==> config.mk <==
export PLATFORM = sky130hd
export DESIGN_NAME = nibble_serial_subtractor_flat
export DESIGN_NICKNAME = d
export VERILOG_FILES = /design/src/rtl/nibble_serial_subtractor_if.sv /design/src/rtl/nibble_serial_subtractor.sv /design/src/flat_wrapper.sv
export SDC_FILE = /design/constraint.sdc
export NUM_CORES = 1
export LEC_CHECK = 0
export BUFFER_PORTS_ARGS = -buffer_cell sky130_fd_sc_hd__buf_2
export CAP_MARGIN = 20
export CORE_ASPECT_RATIO = 1.5
export CORE_UTILIZATION = 55
export DETAILED_ROUTE_END_ITERATION = 16
export GPL_ROUTABILITY_DRIVEN = 1
export PLACE_DENSITY = 0.79
export SLEW_MARGIN = 20
export SYNTH_ARGS = -nofsm -noshare
export SYNTH_HDL_FRONTEND = slang
export SYNTH_SLANG_ARGS = --single-unit
==> constraint.sdc <==
create_clock -name clk -period 3.9 [get_ports clk]
set_input_delay 0.585 -clock clk [delete_from_list [all_inputs] [get_ports clk]]
set_output_delay 0.585 -clock clk [all_outputs]
set_load 0.01 [all_outputs]
==> src/rtl/nibble_serial_subtractor_if.sv <==
// Operand/result handshake bundle for the nibble-serial subtractor.
// The master drives operands and consumes results; the slave is the subtractor.
interface nibble_serial_subtractor_if #(
    parameter int unsigned WIDTH = 16
);
    logic             in_valid;
    logic             in_ready;
    logic [WIDTH-1:0] A;
    logic [WIDTH-1:0] B;
    logic             B_in;
    logic             out_valid;
    logic             out_ready;
    logic [WIDTH-1:0] D;
    logic             B_out;
    logic             V;

    modport master (
        output in_valid, A, B, B_in, out_ready,
        input  in_ready, out_valid, D, B_out, V
    );

    modport slave (
        input  in_valid, A, B, B_in, out_ready,
        output in_ready, out_valid, D, B_out, V
    );
endinterface

==> src/rtl/nibble_serial_subtractor.sv <==
// Multi-cycle subtractor: D = A - B - B_in, one DIGIT-bit slice per clock, LSB slice first.
// Valid/ready on both sides; one operation in flight at a time.
module nibble_serial_subtractor #(
    parameter int unsigned WIDTH = 16,
    parameter int unsigned DIGIT = 4
) (
    input  logic                        clk,
    input  logic                        rst,
    nibble_serial_subtractor_if.slave   bus
);

    localparam int unsigned NDIG = WIDTH / DIGIT;
    localparam int unsigned CntW = (NDIG > 1) ? $clog2(NDIG) : 1;
    localparam logic [CntW-1:0] LastK = CntW'(NDIG - 1);

    typedef enum logic [1:0] {
        StIdle,
        StRun,
        StDone
    } state_e;

    state_e           state_q, state_d;
    logic [WIDTH-1:0] a_q, a_d;
    logic [WIDTH-1:0] b_q, b_d;
    logic [WIDTH-1:0] work_q, work_d;
    logic [WIDTH-1:0] d_q, d_d;
    logic             carry_q, carry_d;
    logic             bout_q, bout_d;
    logic             v_q, v_d;
    logic [CntW-1:0]  k_q, k_d;

    logic [DIGIT-1:0] a_dig;
    logic [DIGIT-1:0] b_dig;
    logic [DIGIT:0]   dig_sum;

    // Subtraction as A + ~B + carry, carry seeded with ~B_in.
    always_comb begin
        a_dig   = a_q[k_q*DIGIT +: DIGIT];
        b_dig   = b_q[k_q*DIGIT +: DIGIT];
        dig_sum = {1'b0, a_dig} + {1'b0, ~b_dig} + {{DIGIT{1'b0}}, carry_q};
    end

    always_comb begin
        state_d = state_q;
        a_d     = a_q;
        b_d     = b_q;
        work_d  = work_q;
        d_d     = d_q;
        carry_d = carry_q;
        bout_d  = bout_q;
        v_d     = v_q;
        k_d     = k_q;

        unique case (state_q)
            StIdle: begin
                if (bus.in_valid) begin
                    a_d     = bus.A;
                    b_d     = bus.B;
                    carry_d = ~bus.B_in;
                    k_d     = '0;
                    state_d = StRun;
                end
            end
            StRun: begin
                work_d[k_q*DIGIT +: DIGIT] = dig_sum[DIGIT-1:0];
                carry_d = dig_sum[DIGIT];
                if (k_q == LastK) begin
                    d_d     = work_d;
                    bout_d  = ~dig_sum[DIGIT];
                    v_d     = (a_q[WIDTH-1] != b_q[WIDTH-1]) && (work_d[WIDTH-1] != a_q[WIDTH-1]);
                    k_d     = '0;
                    state_d = StDone;
                end else begin
                    k_d = k_q + 1'b1;
                end
            end
            StDone: begin
                if (bus.out_ready) begin
                    state_d = StIdle;
                end
            end
            default: state_d = StIdle;
        endcase
    end

    always_ff @(posedge clk) begin
        if (rst) begin
            state_q <= StIdle;
            a_q     <= '0;
            b_q     <= '0;
            work_q  <= '0;
            d_q     <= '0;
            carry_q <= 1'b0;
            bout_q  <= 1'b0;
            v_q     <= 1'b0;
            k_q     <= '0;
        end else begin
            state_q <= state_d;
            a_q     <= a_d;
            b_q     <= b_d;
            work_q  <= work_d;
            d_q     <= d_d;
            carry_q <= carry_d;
            bout_q  <= bout_d;
            v_q     <= v_d;
            k_q     <= k_d;
        end
    end

    always_comb begin
        bus.in_ready  = (state_q == StIdle);
        bus.out_valid = (state_q == StDone);
        bus.D         = d_q;
        bus.B_out     = bout_q;
        bus.V         = v_q;
    end

    // Held result must not move while the consumer stalls.
    a_done_stable: assert property (@(posedge clk) disable iff (rst)
        (state_q == StDone && !bus.out_ready) |=> (state_q == StDone && $stable(d_q)
                                                  && $stable(bout_q) && $stable(v_q)));

    a_hs_exclusive: assert property (@(posedge clk) !(bus.in_ready && bus.out_valid));

endmodule

==> src/flat_wrapper.sv <==
// flat-port wrapper written by rule: the top's interface ports become plain ports
module nibble_serial_subtractor_flat 
#(
    parameter int unsigned WIDTH = 16,
    parameter int unsigned DIGIT = 4
)
  (clk, rst, bus_in_valid, bus_A, bus_B, bus_B_in, bus_out_ready, bus_in_ready, bus_out_valid, bus_D, bus_B_out, bus_V);
  nibble_serial_subtractor_if #(.WIDTH(WIDTH)) bus_i ();
  input  logic clk;
  input  logic rst;
  input wire logic [$bits(bus_i.in_valid)-1:0] bus_in_valid;
  input wire logic [$bits(bus_i.A)-1:0] bus_A;
  input wire logic [$bits(bus_i.B)-1:0] bus_B;
  input wire logic [$bits(bus_i.B_in)-1:0] bus_B_in;
  input wire logic [$bits(bus_i.out_ready)-1:0] bus_out_ready;
  output wire logic [$bits(bus_i.in_ready)-1:0] bus_in_ready;
  output wire logic [$bits(bus_i.out_valid)-1:0] bus_out_valid;
  output wire logic [$bits(bus_i.D)-1:0] bus_D;
  output wire logic [$bits(bus_i.B_out)-1:0] bus_B_out;
  output wire logic [$bits(bus_i.V)-1:0] bus_V;
  assign bus_i.in_valid = bus_in_valid;
  assign bus_i.A = bus_A;
  assign bus_i.B = bus_B;
  assign bus_i.B_in = bus_B_in;
  assign bus_i.out_ready = bus_out_ready;
  assign bus_in_ready = bus_i.in_ready;
  assign bus_out_valid = bus_i.out_valid;
  assign bus_D = bus_i.D;
  assign bus_B_out = bus_i.B_out;
  assign bus_V = bus_i.V;
  nibble_serial_subtractor #(.WIDTH(WIDTH), .DIGIT(DIGIT)) u_core (.clk(clk), .rst(rst), .bus(bus_i));
endmodule
== Word level (Yosys, flattened, before mapping) ==
Index checks and enable logic that the tools add are counted.
Storage, ports and cells
  register bits: 71
  input port bits: 37
  output and inout port bits: 20
  logic and storage cells: 45
Cells by class
  $add $sub $neg: 4
  equal/unequal tests: 8
  shift-type cells: 4
  mux-type cells: 10
  bitwise logic cells: 3
  reductions and logical operators: 7
Operators by type and width (count)
  $neg 4->34: 1
  $shift 4x34->16 const A: 1
  $shiftx 4x34->16: 1
  $shiftx 16x5->4: 2
  $bwmux 16: 1
  $mux 2: 5
  $pmux 2 s3: 1
  $reduce_and 2->1: 3
  $add 4x4->5: 1
  $add 5x1->5: 1
  $eq 2x2->1 const B: 2
  $ne 2x2->1 const B: 2
  $not 4->4: 1
  $pmux 2 s2: 1
  $reduce_and 3->1: 1
  $add 2x1->2 const B: 1
  $eq 2x1->1 const B: 1
  $logic_not 2->1: 1
  $ne 1x1->1: 2
  $ne 2x1->1 const B: 1
  $not 1->1: 2
  $pmux 1 s2: 1
  $reduce_bool 2->1: 1
  $logic_and 1x1->1: 1
  $mux 1: 1

== Logic depth before layout (Yosys ltp) ==
Gate-level depths: netlist (run 1).
  depth in word-level cells: 8
  mapped depth: 10
  gate-level depth less buffers: 9

== Worst setup path before layout (run 1) ==
Ideal clock, no wire load.
  path type: register -> register
  start point: reg u_core.k_q[1]
  end point: reg u_core.v_q, in the netlist u_core.bus.V
  library setup time: 91 ps
  arrival: 2744 ps
  data required time: 3809 ps
  path slack: 1066 ps
  stages on the path, launching flop included: 9
  path buffers: 1
  clock period less this slack: 2834 ps
  path through: dfxtp_1 > clkbuf_1 > mux4_2 > ha_1 > a21o_1 > a31oi_2 > xnor2_2 > a2111o_1 > a311oi_1
Between the ends
  cells in the longest elaborated chain, start to end: 8
  elaborated cells on any way between the ends: 13
  those cells by class: add/sub (3); eq/ne (2); shift (4); mux (1); bitwise (1); reduce/logical (2)
Ends and longest elaborated chain
  start, declared: RTL line nibble_serial_subtractor.sv:30  | logic [CntW-1:0] k_q, k_d;
  start signal, assigned: RTL line nibble_serial_subtractor.sv:106  | k_q <= k_d;
  $shiftx 16x5->4: RTL line nibble_serial_subtractor.sv:39  | b_dig = b_q[k_q*DIGIT +: DIGIT];
  $not 4->4: RTL line nibble_serial_subtractor.sv:40  | dig_sum = {1'b0, a_dig} + {1'b0, ~b_dig} + {{DIGIT{1'b0}}, carry_q};
  $add 4x4->5: RTL line nibble_serial_subtractor.sv:40
  $add 5x1->5: RTL line nibble_serial_subtractor.sv:40
  $shiftx 4x34->16: RTL line nibble_serial_subtractor.sv:65  | work_d[k_q*DIGIT +: DIGIT] = dig_sum[DIGIT-1:0];
  $bwmux 16: RTL line nibble_serial_subtractor.sv:65
  $ne 1x1->1: RTL line nibble_serial_subtractor.sv:70  | v_d = (a_q[WIDTH-1] != b_q[WIDTH-1]) && (work_d[WIDTH-1] != a_q[WIDTH-1]);
  $logic_and 1x1->1: RTL line nibble_serial_subtractor.sv:70
  end signal, assigned: RTL line nibble_serial_subtractor.sv:105  | v_q <= v_d;
  end, declared: RTL line nibble_serial_subtractor.sv:29  | logic v_q, v_d;
Parallel ways exist; a longest one is shown, timed or not.
A chain may end at the register's enable or synchronous reset.

== Worst setup path after layout (run 1) ==
  start point: reg u_core.k_q[0]
  end point: reg u_core.v_q, in the netlist u_core.bus.V
Same word-level chain as after synthesis.

==> reports/results.ini, run 1 <==
[place]
portBuffers = 56
place_congestion = 0.8561
dp_hpwl_mm = 4.896
dpl.cell_count = 458

[critical_path]
worst-path-max-fanout = 16
endpoint_kind = flip-flop
arrival_ns = 3.37
worst_ep_required_time_ns = 4.16
rr_worst_depth = 8
crit_family = compound AO/OA/AOI/OAI gates
crit_path_start = u_core.k_q[0]
cp_num_cells = 8
timing.critical_path.buf_inv = 1
r2r-start = u_core.k_q[0]
slowest_stage = dfxtp_1
path_class = flip-flop to flip-flop
endpoint = u_core.bus.V
startpoint_type = flip-flop
path_cells = mux4_2 > inv_1 > ha_1 > a21o_1 > a31oi_2 > xnor2_2 > a2111o_1 > a311oi_1
rr_endpoint = u_core.bus.V
r2r_slack_ns = 0.79
critical_path.max_stage_delay_ns = 0.80

[timing]
maxSlewHeadroom_pct = 33.07
rsz0062_at_grt = no
period_share_pct = 79.87
max_slew.worst_pin.slew_ns = 1.004
finalMaxSlewViolations = 0
fmax_mhz = 321.0
skew_ns = 0.006958
setup_tns_ns = 0
finalSetupViolCount = 0
hold_viol_final = 0
period_minus_slack_ns = 3.115

[clock_tree]
path_clk_slew_ns = 0.08
ctsResizeCount = 0
cts_setup_buffers = 0
cts_max_path_buffers = 2
h-tree-depth = 3
numCtsBuffers = 9
cts_hold_buf = 0
clock-root-buffer = clkbuf_8
clock_sinks = 71
insertion_delay_ns = 0.34
cts_tree = yes

[synth]
ys_warn_count = 0
syn_area_um2 = 3077
ys_types = 36
syn_avg_cell_area_um2 = 8.766
ys.flop_type = dfxtp_1
synth_seq_area_share_pct = 46.20
synth_edf_count = 0
ys_async_sr_fraction_pct = 0
synth_top_area_share_pct = 46.20
yosys.area.top_type = dfxtp_1
synth_area_leaders = dfxtp_1 46%, nand2_1 9.0%, a21oi_1 6.0%
ys_ff_latch = 71
synth_cells = 351
syn_nets = 399

[power]
vdd_ir_drop_max_mv = 0.3309
p_int_mw = 1.064
switching_share_pct = 28.72
p_per_area_nw_per_um2 = 421.5
leakagePower_nw = 1.428
power.switching_mw = 0.4285
seq_power_share_pct = 51.9
p_clk_share_pct = 33.4
pwr-share-comb_pct = 14.6

[cells_and_area]
drive_gt1_share_pct = 22.28
num_antenna_cells = 0
syn2layout_area_growth_pct = 15.05
nNetsFinal = 447
stdcell_count = 474

[floorplan]
core-area_um2 = 5409
die_x_um = 63.07
io_pins = 57
die_h_um = 93.60
die_area_um2 = 5903
rows = 33
initial_utilization_pct = 56.88

[drt]
finalWirelength_mm = 6.783
drc_errors = 0
wl_per_cell_um = 14.31
drtPass1Iterations = 4
drtAntennaViolNets = 0
routed-via-count = 2668
drt_iter0_markers = 136
vias_per_cell = 5.629

[min_path]
hold_path_class = flip-flop to flip-flop

[global_routing]
grt_overflow_total = 0
antenna_found_initial = 0
grt_use_total_pct = 25.60
grt_pass1_wl_mm = 11.58
grt_max_degree = 44
grt_pass1_vias = 2504

[status]
outcome = finished clean

[job]
cap_viol_max_count = 0

## synth_stat cells (all sizes together), types with 5 or more instances
cell type  number
a21oi          37
clkbuf         18
ha              9
a32oi           8
inv            14
dfxtp          71
a22oi           8
nor3           18
nor2           38
buf             5
nand2          75
mux4            8
a221oi         15
## power groups by stage
stage | combinational, mW | clock, mW | sequential, mW
floorplan | 0.162 | 0 | 0.781
global placement | 0.210 | 0 | 0.790
detailed placement | 0.215 | 0 | 0.791
CTS | 0.216 | 0.506 | 0.775
global route | 0.242 | 0.540 | 0.779
finish | 0.218 | 0.499 | 0.775
## flip-flops by register name, summed over array words and instances (netlist names)
signal	cells
u_core.k_q	2
u_core.work_q	16
u_core.b_q	16
u_core.a_q	16
u_core.bus.B_out	1
u_core.bus.D	16
u_core.state_q	2
u_core.carry_q	1
u_core.bus.V	1
## placed cells by master (no fill, tap or decap), types with 2 or more instances in the layout
cell / instances
a21oi_1: 37
a221oi_1: 15
a22oi_1: 8
a31oi_1: 2
a32oi_1: 8
and2_1: 3
buf_2: 56
buf_4: 4
clkbuf_8: 9
clkinv_2: 3
clkinvlp_4: 3
dfxtp_1: 71
fa_1: 2
ha_1: 9
inv_1: 14
mux4_2: 8
nand2_1: 74
nand2b_1: 3
nand3_1: 2
nor2_1: 38
nor2b_1: 2
nor3_1: 18
## through the flow
stage               setup slack [ns]  area [um^2]  power (mW)  util [%]  hold slack, ns
finish                        0.7852         3540       1.492     65.44          0.4569
global route                  0.5400         3540       1.561     65.44          0.4618
CTS                           0.7880         3540       1.496     65.44          0.4585
detailed placement            0.8118         3374       1.007     62.39          0.4485
global placement              0.8846         3374      0.9996     62.39          0.4425
floorplan                      1.066         3077      0.9435         -          0.4331
## layer usage
metal / GRT usage [%] / part of all wire (%) / vias up
met2: 43.82 / 53 / 83
met4: 15.31 / 2.1 / 0
met5: 0 / 0 / -
met3: 5.000 / 4.4 / 13
li1: - / - / 1323
met1: 29.14 / 41 / 1249
## layout make-up
cell class | count | area [um^2]
clock buffers | 10 | 127.6
flip-flops and latches | 71 | 1421
clock inverters | 6 | 37.54
inverters | 14 | 52.55
repair buffers | 60 | 310.3
well taps | 70 | 87.58
multi-input cells | 243 | 1503
fillers | 483 | 1869
## how the worst min path moves through the flow
stage	start	endpoint	slack, ns	cells after the start
after floorplan	u_core.a_q[6]	u_core.a_q[6]	0.43	2
after global placement	u_core.b_q[5]	u_core.b_q[5]	0.44	2
after detailed placement	u_core.b_q[7]	u_core.b_q[7]	0.45	2
after CTS	u_core.bus.B_out	u_core.bus.B_out	0.46	2
after global routing	bus_A[1]	u_core.a_q[1]	0.46	3
final	u_core.b_q[4]	u_core.b_q[4]	0.46	2
## logic make-up after synthesis
family                   share of synthesized area, %
flip-flops                                      46.20
AO/OA/AOI/OAI                                   17.12
XOR/XNOR                                       0.8135
adder cells (fa/ha/maj)                         4.961
AND/OR/NAND/NOR                                 20.09
buffers and inverters                           4.961
multiplexers                                    5.856
## worst register-to-register path, cell delays in order, from the launching register on
cell,delay [ns]
dfxtp_1,0.80
mux4_2,0.58
inv_1,0.07
ha_1,0.28
a21o_1,0.20
a31oi_2,0.20
xnor2_2,0.20
a2111o_1,0.44
a311oi_1,0.26
Power figures use the tool's default switching activity.
==> inputs of run 2 (changes only) <==
--- a/config.mk
+++ b/config.mk
@@ -8,10 +8,10 @@
 export BUFFER_PORTS_ARGS = -buffer_cell sky130_fd_sc_hd__buf_2
 export CAP_MARGIN = 20
 export CORE_ASPECT_RATIO = 1.5
-export CORE_UTILIZATION = 55
+export CORE_UTILIZATION = 49
 export DETAILED_ROUTE_END_ITERATION = 16
 export GPL_ROUTABILITY_DRIVEN = 1
-export PLACE_DENSITY = 0.79
+export PLACE_DENSITY = 0.75
 export SLEW_MARGIN = 20
 export SYNTH_ARGS = -nofsm -noshare
 export SYNTH_HDL_FRONTEND = slang
==> constraint.sdc (replaced) <==
create_clock -name clk -period 2.5 [get_ports clk]
set_input_delay 0.375 -clock clk [delete_from_list [all_inputs] [get_ports clk]]
set_output_delay 0.375 -clock clk [all_outputs]
set_load 0.01 [all_outputs]
==> reports/results.ini, run 2 (same netlist as run 1, synthesis figures left out) <==
[drt]
drtPass1Iterations = 4  ; unchanged
drc_errors = 0  ; unchanged
finalWirelength_mm = 7.245  ; was 6.783 mm
routed-via-count = 2744  ; was 2668
drt_iter0_markers = 216  ; was 136
vias_per_cell = 5.589  ; was 5.629
drtAntennaViolNets = 0  ; unchanged
wl_per_cell_um = 14.76  ; was 14.31 um

[global_routing]
grt_overflow_total = 0  ; unchanged
antenna_found_initial = 0  ; unchanged
grt_pass1_vias = 2640  ; was 2504
grt_max_degree = 33  ; was 44
grt_use_total_pct = 24.46  ; was 25.60%
grt_pass1_wl_mm = 12.23  ; was 11.58 mm

[critical_path]
slowest_stage = mux4_2  ; was dfxtp_1
arrival_ns = 2.63  ; was 3.37 ns
startpoint_type = flip-flop  ; unchanged
worst-path-max-fanout = 7  ; was 16
critical_path.max_stage_delay_ns = 0.51  ; was 0.80 ns
cp_num_cells = 9  ; was 8
r2r_slack_ns = 0.11  ; was 0.79 ns
worst_ep_required_time_ns = 2.73  ; was 4.16 ns
r2r-start = u_core.k_q[0]  ; unchanged
crit_path_start = u_core.k_q[0]  ; unchanged
endpoint_kind = flip-flop  ; unchanged
rr_endpoint = u_core.bus.D[6]  ; was u_core.bus.V
crit_family = adder cells  ; was compound AO/OA/AOI/OAI gates
rr_worst_depth = 9  ; was 8
path_cells = mux4_2 > inv_2 > fa_2 > inv_2 > fa_2 > xor2_2 > buf_4 > a221oi_1 > nor3_1  ; was mux4_2 > inv_1 > ha_1 > a21o_1 > a31oi_2 > xnor2_2 > a2111o_1 > a311oi_1
path_class = flip-flop to flip-flop  ; unchanged
endpoint = u_core.bus.D[6]  ; was u_core.bus.V
timing.critical_path.buf_inv = 3  ; was 1

[floorplan]
die_h_um = 99.05  ; was 93.60 um
core-area_um2 = 6087  ; was 5409 um^2
die_area_um2 = 6607  ; was 5903 um^2
initial_utilization_pct = 50.54  ; was 56.88%
rows = 35  ; was 33
die_x_um = 66.70  ; was 63.07 um
io_pins = 57  ; unchanged

[clock_tree]
clock_sinks = 71  ; unchanged
insertion_delay_ns = 0.34  ; about the same
cts_tree = yes  ; unchanged
clock-root-buffer = clkbuf_8  ; unchanged
h-tree-depth = 3  ; unchanged
path_clk_slew_ns = 0.07  ; was 0.08 ns
numCtsBuffers = 9  ; unchanged
cts_hold_buf = 0  ; unchanged
cts_max_path_buffers = 2  ; unchanged

[timing]
maxSlewHeadroom_pct = 48.63  ; was 33.07%
setup_ws_ns = 0.1058  ; was 0.7852 ns
rsz0062_at_grt = yes  ; was no
period_share_pct = 95.77  ; was 79.87%
finalSetupViolCount = 0  ; unchanged
fmax_mhz = 417.7  ; was 321.0 MHz
max_slew.worst_pin.slew_ns = 0.7687  ; was 1.004 ns
finalMaxSlewViolations = 0  ; unchanged
skew_ns = 0.007141  ; was 0.006958 ns
period_minus_slack_ns = 2.394  ; was 3.115 ns
hold_viol_final = 0  ; unchanged

[cells_and_area]
num_antenna_cells = 0  ; unchanged
final_cell_mix = 74 x nand2_1, 69 x dfxtp_1, 57 x buf_2  ; was 74 x nand2_1, 71 x dfxtp_1, 56 x buf_2
utilization_pct = 61.95  ; was 65.44%
syn2layout_area_growth_pct = 22.57  ; was 15.05%
layout_commonest_cell = nand2_1  ; unchanged
drive_gt1_share_pct = 27.82  ; was 22.28%
nNetsFinal = 460  ; was 447

[job]
cap_viol_max_count = 0  ; unchanged

[status]
outcome = finished clean  ; unchanged

[place]
portBuffers = 56  ; unchanged
dp_hpwl_mm = 5.081  ; was 4.896 mm
post-place-ws_ns = -0.01910  ; was 0.8118 ns
place_congestion = 0.8681  ; was 0.8561

[power]
vdd_ir_drop_max_mv = 0.5072  ; was 0.3309 mV
finalPower_mw = 2.687  ; was 1.492 mW
leakagePower_nw = 1.537  ; was 1.428 nW
p_per_area_nw_per_um2 = 712.5  ; was 421.5 nW/um^2

[min_path]
hold_path_class = input pin to flip-flop  ; was flip-flop to flip-flop

## run 2: worst min path at each step
stage                           startpoint                to  slack [ns]  cells past startpoint
after floorplan              u_core.a_q[6]     u_core.a_q[6]        0.43                      2
after global placement      u_core.a_q[13]    u_core.a_q[13]        0.44                      2
after detailed placement  u_core.bus.B_out  u_core.bus.B_out        0.45                      2
after CTS                        bus_A[14]    u_core.a_q[14]        0.25                      3
after global routing             bus_A[10]    u_core.a_q[10]        0.26                      3
final                             bus_B[6]     u_core.b_q[6]        0.26                      3
## run 2: routing by layer
layer,vias to the layer above,wire [um],track usage (%)
met5,-,0,0
met3,22,287,4.282
met1,1296,2935,28.89
met4,0,247,12.60
met2,83,3775,41.26
li1,1343,-,-
## run 2: worst register-to-register path, cell delays in order, from the launching register on
cell	delay (ns)
dfxtp_4	0.41
mux4_2	0.52
inv_2	0.07
fa_2	0.19
inv_2	0.05
fa_2	0.37
xor2_2	0.22
buf_4	0.15
a221oi_1	0.24
nor3_1	0.07
## run 2: final cells by class
class	instances	area (um^2)
Clock inverter	5	80.08
Timing Repair Buffer	73	425.4
Inverter	14	52.55
Fill cell	542	2316
Tap cell	74	92.59
Clock buffer	11	151.4
Multi-Input combinational cell	243	1543
Sequential cell	71	1426
## run 2: power by group
part	internal [mW]	switching, mW	total (mW)
Clock	0.614	0.423	1.04
Combinational	0.189	0.257	0.446
Sequential	1.17	0.0297	1.20
Total	1.98	0.709	2.69
## run 2: timing repair
action                                  in CTS  in global routing
pin swaps                                    0                  6
cloned                                       0                  1
setup buffers                                0                  2
gates resized for setup                      2                  7
endpoints found under the setup margin       4                 16
## run 2: stage by stage
| step | cells | area [um^2] | setup TNS (ns) | hold slack (ns) |
|---|---|---|---|---|
| floorplan | 351 | 3117 | 0 | 0.4331 |
| global placement | 472 | 3487 | 0 | 0.4399 |
| detailed placement | 472 | 3487 | -0.03945 | 0.4453 |
| CTS | 488 | 3730 | 0 | 0.2472 |
| global route | 491 | 3771 | -0.05822 | 0.2618 |
| finish | 491 | 3771 | 0 | 0.2621 |
